<file path="src/rtl/fb_pkg.sv">
// Shared framebuffer geometry, swap FSM state type and banked address type.
package fb_pkg;

  localparam int unsigned FB_WIDTH  = 400;
  localparam int unsigned FB_HEIGHT = 300;
  localparam int unsigned X_BITS    = $clog2(FB_WIDTH);
  localparam int unsigned Y_BITS    = $clog2(FB_HEIGHT);
  localparam int unsigned ADDR_BITS = $clog2(FB_WIDTH * FB_HEIGHT);

  typedef enum logic [1:0] {
    IDLE,
    WAIT_VBLANK,
    CLEAR
  } fb_swap_state_t;

  // {bank, linear pixel address}
  typedef logic [ADDR_BITS:0] fb_addr_t;

endpackage

</file>
<file path="src/rtl/fb_addr_gen.sv">
// Registered (x,y) -> {bank, y*FB_WIDTH + x} with a registered in-range hit flag.
// hit is high the cycle after a request whose coordinates were inside the frame.
module fb_addr_gen
  import fb_pkg::*;
(
  input  logic              clk,
  input  logic              reset,
  input  logic              req,
  input  logic              bank,
  input  logic [X_BITS-1:0] x,
  input  logic [Y_BITS-1:0] y,
  output fb_addr_t          addr,
  output logic              hit
);

  localparam logic [X_BITS-1:0] X_MAX = X_BITS'(FB_WIDTH - 1);
  localparam logic [Y_BITS-1:0] Y_MAX = Y_BITS'(FB_HEIGHT - 1);

  logic                 in_range;
  logic [ADDR_BITS-1:0] lin;

  // Row-major linear address; fits ADDR_BITS for every legal coordinate.
  always_comb begin
    in_range = (x <= X_MAX) && (y <= Y_MAX);
    lin      = ADDR_BITS'(y) * ADDR_BITS'(FB_WIDTH) + ADDR_BITS'(x);
  end

  // Capture address on request; hit marks a request that landed in the frame.
  always_ff @(posedge clk) begin
    if (reset) begin
      addr <= '0;
      hit  <= 1'b0;
    end else begin
      hit <= req && in_range;
      if (req) begin
        addr <= {bank, lin};
      end
    end
  end

endmodule

</file>
<file path="src/rtl/fb_swap_controller.sv">
// Double-buffer manager: scan-out reads from the front bank, GPU writes to the
// back bank, bank swap deferred to the start of vertical blanking.
// Optional macro FB_CLEAR_ON_SWAP_EN: after each swap, fill the new back bank
// with CLEAR_COLOR before acknowledging.
module fb_swap_controller
  import fb_pkg::*;
#(
  parameter int unsigned COLOR_BITS = 16
`ifdef FB_CLEAR_ON_SWAP_EN
  , parameter logic [COLOR_BITS-1:0] CLEAR_COLOR = '0
`endif
) (
  input  logic                  clk,
  input  logic                  reset,
  input  logic                  vblank_start,
  input  logic [X_BITS-1:0]     sc_rd_x,
  input  logic [Y_BITS-1:0]     sc_rd_y,
  output logic [ADDR_BITS:0]    ram_rd_addr,
  input  logic                  gpu_wr_valid,
  output logic                  gpu_wr_ready,
  input  logic [X_BITS-1:0]     gpu_wr_x,
  input  logic [Y_BITS-1:0]     gpu_wr_y,
  input  logic [COLOR_BITS-1:0] gpu_wr_color,
  output logic                  ram_wr_en,
  output logic [ADDR_BITS:0]    ram_wr_addr,
  output logic [COLOR_BITS-1:0] ram_wr_data,
  input  logic                  swap_req,
  output logic                  swap_ack,
  output logic                  front_bank,
  output logic [15:0]           frame_count
);

  fb_swap_state_t state, next_state;

  logic     do_swap;
  logic     ack_set;
  logic     wr_fire;
  logic     rd_hit;
  logic     wr_hit;
  fb_addr_t rd_addr;
  fb_addr_t wr_addr;
  logic [COLOR_BITS-1:0] wr_data_q;

  assign gpu_wr_ready = (state == IDLE) && !reset;
  assign wr_fire      = gpu_wr_valid && gpu_wr_ready;

  fb_addr_gen u_rd_addr (
    .clk   (clk),
    .reset (reset),
    .req   (1'b1),
    .bank  (front_bank),
    .x     (sc_rd_x),
    .y     (sc_rd_y),
    .addr  (rd_addr),
    .hit   (rd_hit)
  );

  fb_addr_gen u_wr_addr (
    .clk   (clk),
    .reset (reset),
    .req   (wr_fire),
    .bank  (~front_bank),
    .x     (gpu_wr_x),
    .y     (gpu_wr_y),
    .addr  (wr_addr),
    .hit   (wr_hit)
  );

  // Out-of-range scan-out reads pixel 0 of the front bank.
  assign ram_rd_addr = rd_hit ? rd_addr : {rd_addr[ADDR_BITS], {ADDR_BITS{1'b0}}};

`ifdef FB_CLEAR_ON_SWAP_EN
  localparam logic [ADDR_BITS-1:0] CLR_LAST = ADDR_BITS'(FB_WIDTH * FB_HEIGHT - 1);

  logic [ADDR_BITS-1:0] clr_cnt;
  logic                 clr_en_q;
  fb_addr_t             clr_addr_q;

  // Clear walker: one write per CLEAR cycle into the new back bank.
  always_ff @(posedge clk) begin
    if (reset) begin
      clr_cnt    <= '0;
      clr_en_q   <= 1'b0;
      clr_addr_q <= '0;
    end else begin
      clr_en_q <= (state == CLEAR);
      if (state == CLEAR) begin
        clr_addr_q <= {~front_bank, clr_cnt};
        clr_cnt    <= clr_cnt + 1'b1;
      end else if (do_swap) begin
        clr_cnt <= '0;
      end
    end
  end

  assign ram_wr_en   = wr_hit || clr_en_q;
  assign ram_wr_addr = clr_en_q ? clr_addr_q : wr_addr;
`else
  assign ram_wr_en   = wr_hit;
  assign ram_wr_addr = wr_addr;
`endif

  assign ram_wr_data = wr_data_q;

  // Write data register, shared by GPU transfers and (optionally) the clear walk.
  always_ff @(posedge clk) begin
    if (reset) begin
      wr_data_q <= '0;
`ifdef FB_CLEAR_ON_SWAP_EN
    end else if (state == CLEAR) begin
      wr_data_q <= CLEAR_COLOR;
`endif
    end else if (wr_fire) begin
      wr_data_q <= gpu_wr_color;
    end
  end

  // Swap FSM state register.
  always_ff @(posedge clk) begin
    if (reset) begin
      state <= IDLE;
    end else begin
      state <= next_state;
    end
  end

  // Next-state logic; a request is ignored while swap_ack is high because
  // the renderer has not yet dropped swap_req for the completed swap.
  always_comb begin
    next_state = state;
    do_swap    = 1'b0;
    ack_set    = 1'b0;
    case (state)
      IDLE: begin
        if (swap_req && !swap_ack) begin
          if (vblank_start) begin
            do_swap = 1'b1;
          end else begin
            next_state = WAIT_VBLANK;
          end
        end
      end
      WAIT_VBLANK: begin
        if (vblank_start) begin
          do_swap = 1'b1;
        end
      end
`ifdef FB_CLEAR_ON_SWAP_EN
      CLEAR: begin
        if (clr_cnt == CLR_LAST) begin
          next_state = IDLE;
          ack_set    = 1'b1;
        end
      end
`endif
      default: next_state = IDLE;
    endcase
    if (do_swap) begin
`ifdef FB_CLEAR_ON_SWAP_EN
      next_state = CLEAR;
`else
      next_state = IDLE;
      ack_set    = 1'b1;
`endif
    end
  end

  // Bank pointer, frame counter and registered ack pulse.
  always_ff @(posedge clk) begin
    if (reset) begin
      front_bank  <= 1'b0;
      frame_count <= '0;
      swap_ack    <= 1'b0;
    end else begin
      swap_ack <= ack_set;
      if (do_swap) begin
        front_bank  <= ~front_bank;
        frame_count <= frame_count + 16'd1;
      end
    end
  end

endmodule

</file>
<file path="config.mk">
export PLATFORM = sky130hd
export DESIGN_NAME = fb_swap_controller
export DESIGN_NICKNAME = d
export VERILOG_FILES = /design/src/rtl/fb_pkg.sv /design/src/rtl/fb_addr_gen.sv /design/src/rtl/fb_swap_controller.sv
export SDC_FILE = /design/constraint.sdc
export NUM_CORES = 1
export LEC_CHECK = 0
export CORE_MARGIN = 4
export CORE_UTILIZATION = 33
export CTS_CLUSTER_DIAMETER = 150
export CTS_CLUSTER_SIZE = 40
export DETAILED_ROUTE_END_ITERATION = 10
export PLACE_DENSITY_LB_ADDON = 0.25
export SLEW_MARGIN = 30
export SYNTH_ARGS = -nofsm -noshare
export SYNTH_HDL_FRONTEND = slang
export SYNTH_SLANG_ARGS = --single-unit
</file>
<file path="constraint.sdc">
create_clock -name clk -period 3.82 [get_ports clk]
set_input_delay 0.573 -clock clk [delete_from_list [all_inputs] [get_ports clk]]
set_output_delay 0.573 -clock clk [all_outputs]
set_load 0.05 [all_outputs]
</file>
=== Word-level counts from Yosys, hierarchy flattened ===
Cells that the tools add are included.

* Logic and storage cells: 42
* Bits of input ports: 57
* Output and inout port bits: 72
* Flip-flop bits (word level): 74

* Bitwise gates (word level): 2
* Multipliers: 2
* Order comparisons: 4
* $add $sub $neg: 3
* Multiplexer cells: 8
* Reductions and logical operators: 11
* Equality and inequality tests: 3

{| class="wikitable"
|+ Operator list
! cell !! count
|-
| less-or-equal comparator 9 bit, second input constant || 4
|-
| adder 17 x 9 -> 17 bit || 2
|-
| multiplier 9 x 5 -> 13 bit, second input constant || 2
|-
| 2-to-1 mux 17 bit || 1
|-
| adder 16 x 1 -> 16 bit, second input constant || 1
|-
| logical AND 1 bit || 6
|-
| 2-to-1 mux 2 bit || 2
|-
| one-hot mux 2 bit (2 select lines) || 1
|-
| 2-to-1 mux 1 bit || 3
|-
| AND reduction 3 bit || 1
|-
| equality test 2 x 1 -> 1 bit, second input constant || 1
|-
| zero test 1 bit || 2
|-
| zero test 2 bit || 1
|-
| != test 2 x 1 -> 1 bit, second input constant || 1
|-
| != test 2 bit, second input constant || 1
|-
| inverter 1 bit || 2
|-
| one-hot mux 1 bit (2 select lines) || 1
|-
| OR reduction 2 bit || 1
|}

=== Longest topological paths before layout ===
* Depth in word-level cells: 5
* Mapped depth: 14
* Depth with buffers taken out: 14

=== By module ===
From an unflattened synthesis, not the netlist that was laid out.

* Cell total of the unflattened synthesis: 577
* Area total of the unflattened synthesis: 5228.8 µm²

{| class="wikitable"
|+ Modules (own cells, without submodules)
! module !! sequential area each (µm²) !! times used !! area an instance (µm²) !! cells an instance
|-
| fb_addr_gen || 380.4 || 2 || 1834.3 || 198
|-
| fb_swap_controller || 700.7 || 1 || 1560.2 || 181
|}

=== Worst setup path before layout ===
Ideal clock, no wire load.

* Path type: input port to flip-flop
* Start: input port gpu_wr_y[2]
* End: register u_wr_addr.addr[16]
* Path slack: 0.445 ns
* Path buffers: 0
* Data arrival time: 3.296 ns
* Stages on the path: 12
* Required time: 3.741 ns
* Library setup time: 0.079 ns
* Cells stage by stage: inv_1 > ha_1 > inv_1 > ha_1 > fa_1 > ha_1 > o21ai_0 > nor2_1 > nor4b_4 > o2111ai_2 > or3_1 > o211ai_1

* Longest elaborated chain between the ends: 2

{| class="wikitable"
|+ Ends and longest elaborated chain
! what !! line !! RTL
|-
| from (decl) || fb_swap_controller.sv:22 || <nowiki>input logic [Y_BITS-1:0] gpu_wr_y,</nowiki>
|-
| multiplier 9 x 5 -> 13 bit || fb_addr_gen.sv:25 || <nowiki>lin = ADDR_BITS'(y) * ADDR_BITS'(FB_WIDTH) + ADDR_BITS'(x);</nowiki>
|-
| adder 17 x 9 -> 17 bit || fb_addr_gen.sv:25 ||
|-
| to (signal assigned) || fb_addr_gen.sv:36 || <nowiki>addr <= {bank, lin};</nowiki>
|-
| to (decl) || fb_addr_gen.sv:12 || <nowiki>output fb_addr_t addr,</nowiki>
|}

No other way between the ends.
A chain may end at the register's enable or synchronous reset.

=== Worst setup path in the final report ===
* Start: input port gpu_wr_y[2]
* End: register u_wr_addr.addr[15]

Same word-level chain as after synthesis.

==> summary.txt <==
Critical path
  – WP data required: 4060 ps
  – Kind of critical path: primary input to register
  – Max Fanout on Critical Path: 5
  – Setup crit end kind: register
  – R2R cell count: 4
  – R2R setup slack: 2120 ps
  – Worst setup SP type: primary input
  – Arrival time worst endpoint: 3920 ps

Power
  – Power density over the cells: 438 mW/mm2
  – Peak VDD IR: 0.288 mV
  – Static leakage: 3.11 nW

Detailed routing
  – DRC: 0
  – Vias: 4390
  – DR iter-0 viols: 185
  – Drt total wl: 12.3 mm
  – Pre-Repair DR Iteration Count: 4
  – WL/cell: 13.2 um
  – Number of antenna-violating nets in the routed design: 0
  – Via density per instance: 4.72

Clock network
  – CTS tree: done
  – Hold_buf cts: 0
  – Root Buffer: clkbuf_16
  – Clock Tree Buf Depth: 2
  – CTS sink cnt: 73
  – H-tree depth reported by CTS: 3
  – CTS Buf Count: 9
  – Worst-Skew Late Latency: 330 ps
  – Clock Pin Slew Worst Setup and Hold Paths: ~60 ps

Logic synthesis
  – Async S/R FF share, synth: 0
  – Compound-cell area share of the yosys netlist: 0.152
  – Synthesized area: 0.00497 mm2
  – Sequential share of the synthesized area: 0.294
  – Ys Warns: 0
  – Syn_nets: 729
  – Post-Syn Instances: ~580
  – Seq cells post-synth: 73
  – Unique masters post-synth: 54
  – Synth Area in XOR/XNOR: 0.0634
  – Synth Area per Inst: 8.59 um2
  – Post-synth top flop: dfxtp_1
  – Synth Area in Adders: 0.249
  – Simple-Gate Fraction of Synth Area: 0.180
  – Post-synth EDFFs: 0
  – Largest family of logic cells by synthesized area: adder cells
  – Multiplexer share of the synthesized area: 0.00403

Floorplanning
  – FP Rows: between 40 and 50
  – Starting Density: 0.340
  – Boundary pin count: 129
  – Die height: 131 um
  – Core Region: ~0.015 mm2
  – Die X: 131 um
  – Die area: 0.0171 mm2

Final layout
  – Area Overhead vs Synth: 43.4%
  – Commonest non-fill, non-tap cell in the layout: clkdlybuf4s50_1
  – Nets@finish: 891
  – Share of cells above drive strength 1: 0.114
  – Non-Filler Instances: 930
  – FILL cells: 1381
  – Most frequent cells in the layout: 126 x clkdlybuf4s50_1, 80 x ha_1, 73 x dfxtp_1
  – Antenna cells: 0

Global routing
  – GRT Total Usage: 0.142
  – Vias in the first global route: 4295
  – First-pass GRT wire length: ~20 mm
  – Total gr overflow: 0
  – Largest net degree at the start of global routing: 33
  – Initial antenna violation count: 0

Timing
  – FMAX: 0.272 GHz
  – Worst Skew: 7.35 ps
  – Fin crit share: 0.964
  – Setup violations, final: 0
  – Slew Viols, Final: 0
  – Max-slew headroom: 0.402
  – Final hold vios: 0
  – Slew @ Worst Pin: 892 ps
  – Clock period minus worst slack: 3680 ps
  – RSZ-0062 raised after global routing: false
  – Fin Setup TNS: 0 ps

Outcome
  – Status: finished, final reports clean

Placement
  – Routability cong.: 0.828
  – Placed cell count: 914
  – DP Wirelength: 10.1 mm
  – PortBufs: 128

Job
  – Max-cap violations: 0

Min path
  – Min-delay worst type: register to register
  – Hold-critical path depth: 2
## sequential cells by signal, summed over array words and instances, names as in the netlist
| name | flops |
|---|---|
| u_rd_addr.addr | 18 |
| u_wr_addr.addr | 18 |
| frame_count | 16 |
| ram_wr_data | 16 |
| front_bank | 1 |
| state | 1 |
| swap_ack | 1 |
| u_rd_addr.hit | 1 |
| u_wr_addr.hit | 1 |
## routing by layer
layer  part of all wire  GRT usage
met5                  0          0
met4              0.011     0.0375
met3              0.047     0.0301
met2               0.48      0.235
met1               0.47      0.189
## through the flow
stage | power [mW] | area (um2) | util | hold slack (ps) | setup slack, ps
2_1_floorplan | 1.75 | 4970 | - | 505 | 445
3_3_place_gp | 2.20 | 6720 | 0.459 | 441 | -154
3_5_place_dp | 2.22 | 6720 | 0.459 | 447 | -282
4_1_cts | 3.08 | 7020 | 0.479 | 453 | 67.3
5_1_grt | 3.32 | 7130 | 0.487 | 477 | 5.52
6_report | 3.12 | 7130 | 0.487 | 450 | 138
## cell type report
type,instances,area (um2),share of cell area
flip-flops and latches,73,1460,0.205
multi-input cells,431,3330,0.467
inverters,57,214,0.0300
clock inverters,6,65.1,0.00913
well taps,184,230,0.0323
repair buffers,169,1590,0.223
clock buffers,10,239,0.0335
## repair_timing
action                                  CTS  global route
resized for setup                         0            25
endpoints found under the setup margin    0             8
buffers inserted                          0             0
endpoints found under the hold margin     0             0
## worst paths after layout
| kind | end | startpoint |
|---|---|---|
| max | u_wr_addr.addr[15]$_SDFFE_PP0P_ | gpu_wr_y[2] |
| min | u_wr_addr.addr[6]$_SDFFE_PP0P_ | u_wr_addr.addr[6]$_SDFFE_PP0P_ |
| min reg2reg | u_wr_addr.addr[6]$_SDFFE_PP0P_ | u_wr_addr.addr[6]$_SDFFE_PP0P_ |
| max reg2reg | ram_wr_data[14]$_SDFFE_PP0P_ | state[0]$_SDFFE_PP0P_ |
## synth_stat cells (3+ instances only)
cell,number,area (um2)
nand4_1,4,25.0
a211oi_2,3,37.5
nand2_1,55,206
xor2_1,19,166
nand2b_1,3,18.8
a211oi_1,7,52.6
o2111ai_1,3,26.3
nor2_1,45,169
nor2b_1,11,68.8
and2_1,18,113
nand3_1,17,85.1
or2_2,4,25.0
and3_1,4,25.0
o31ai_1,3,22.5
inv_1,57,214
a21oi_1,15,75.1
a21o_1,7,52.6
ha_1,83,1040
clkbuf_1,16,60.1
or3_1,6,37.5
o21ai_0,49,245
o311ai_0,3,26.3
nor3_1,8,40.0
fa_1,10,200
o21a_1,6,45.0
xnor2_1,17,149
dfxtp_1,73,1460
## cells by family after synthesis
logic type,count (synthesis)
AOI/OAI and AO/OA,117
DFF,73
xor gates and xnor gates,36
muxes,2
adders and majority gates,93
buffers and inverters,75
and+or+nand+nor,183
## power by group
group	total [mW]	internal, mW	switching (mW)
Combinational	1.39	0.615	0.774
Clock	0.846	0.525	0.321
Sequential	0.885	0.849	0.0362
Total	3.12	1.99	1.13
## worst max-delay path: stages
cell and delay, ps:
clkdlybuf4s50_1 480, inv_1 70, ha_1 270, inv_1 40, ha_1 320, ha_4 280, inv_1 50, fa_1 460
nand2b_4 180, a211oi_4 340, or4_4 200, o311ai_4 130, o31a_1 310, o31ai_2 210
No activity file was read; power rests on OpenSTA's default activity.
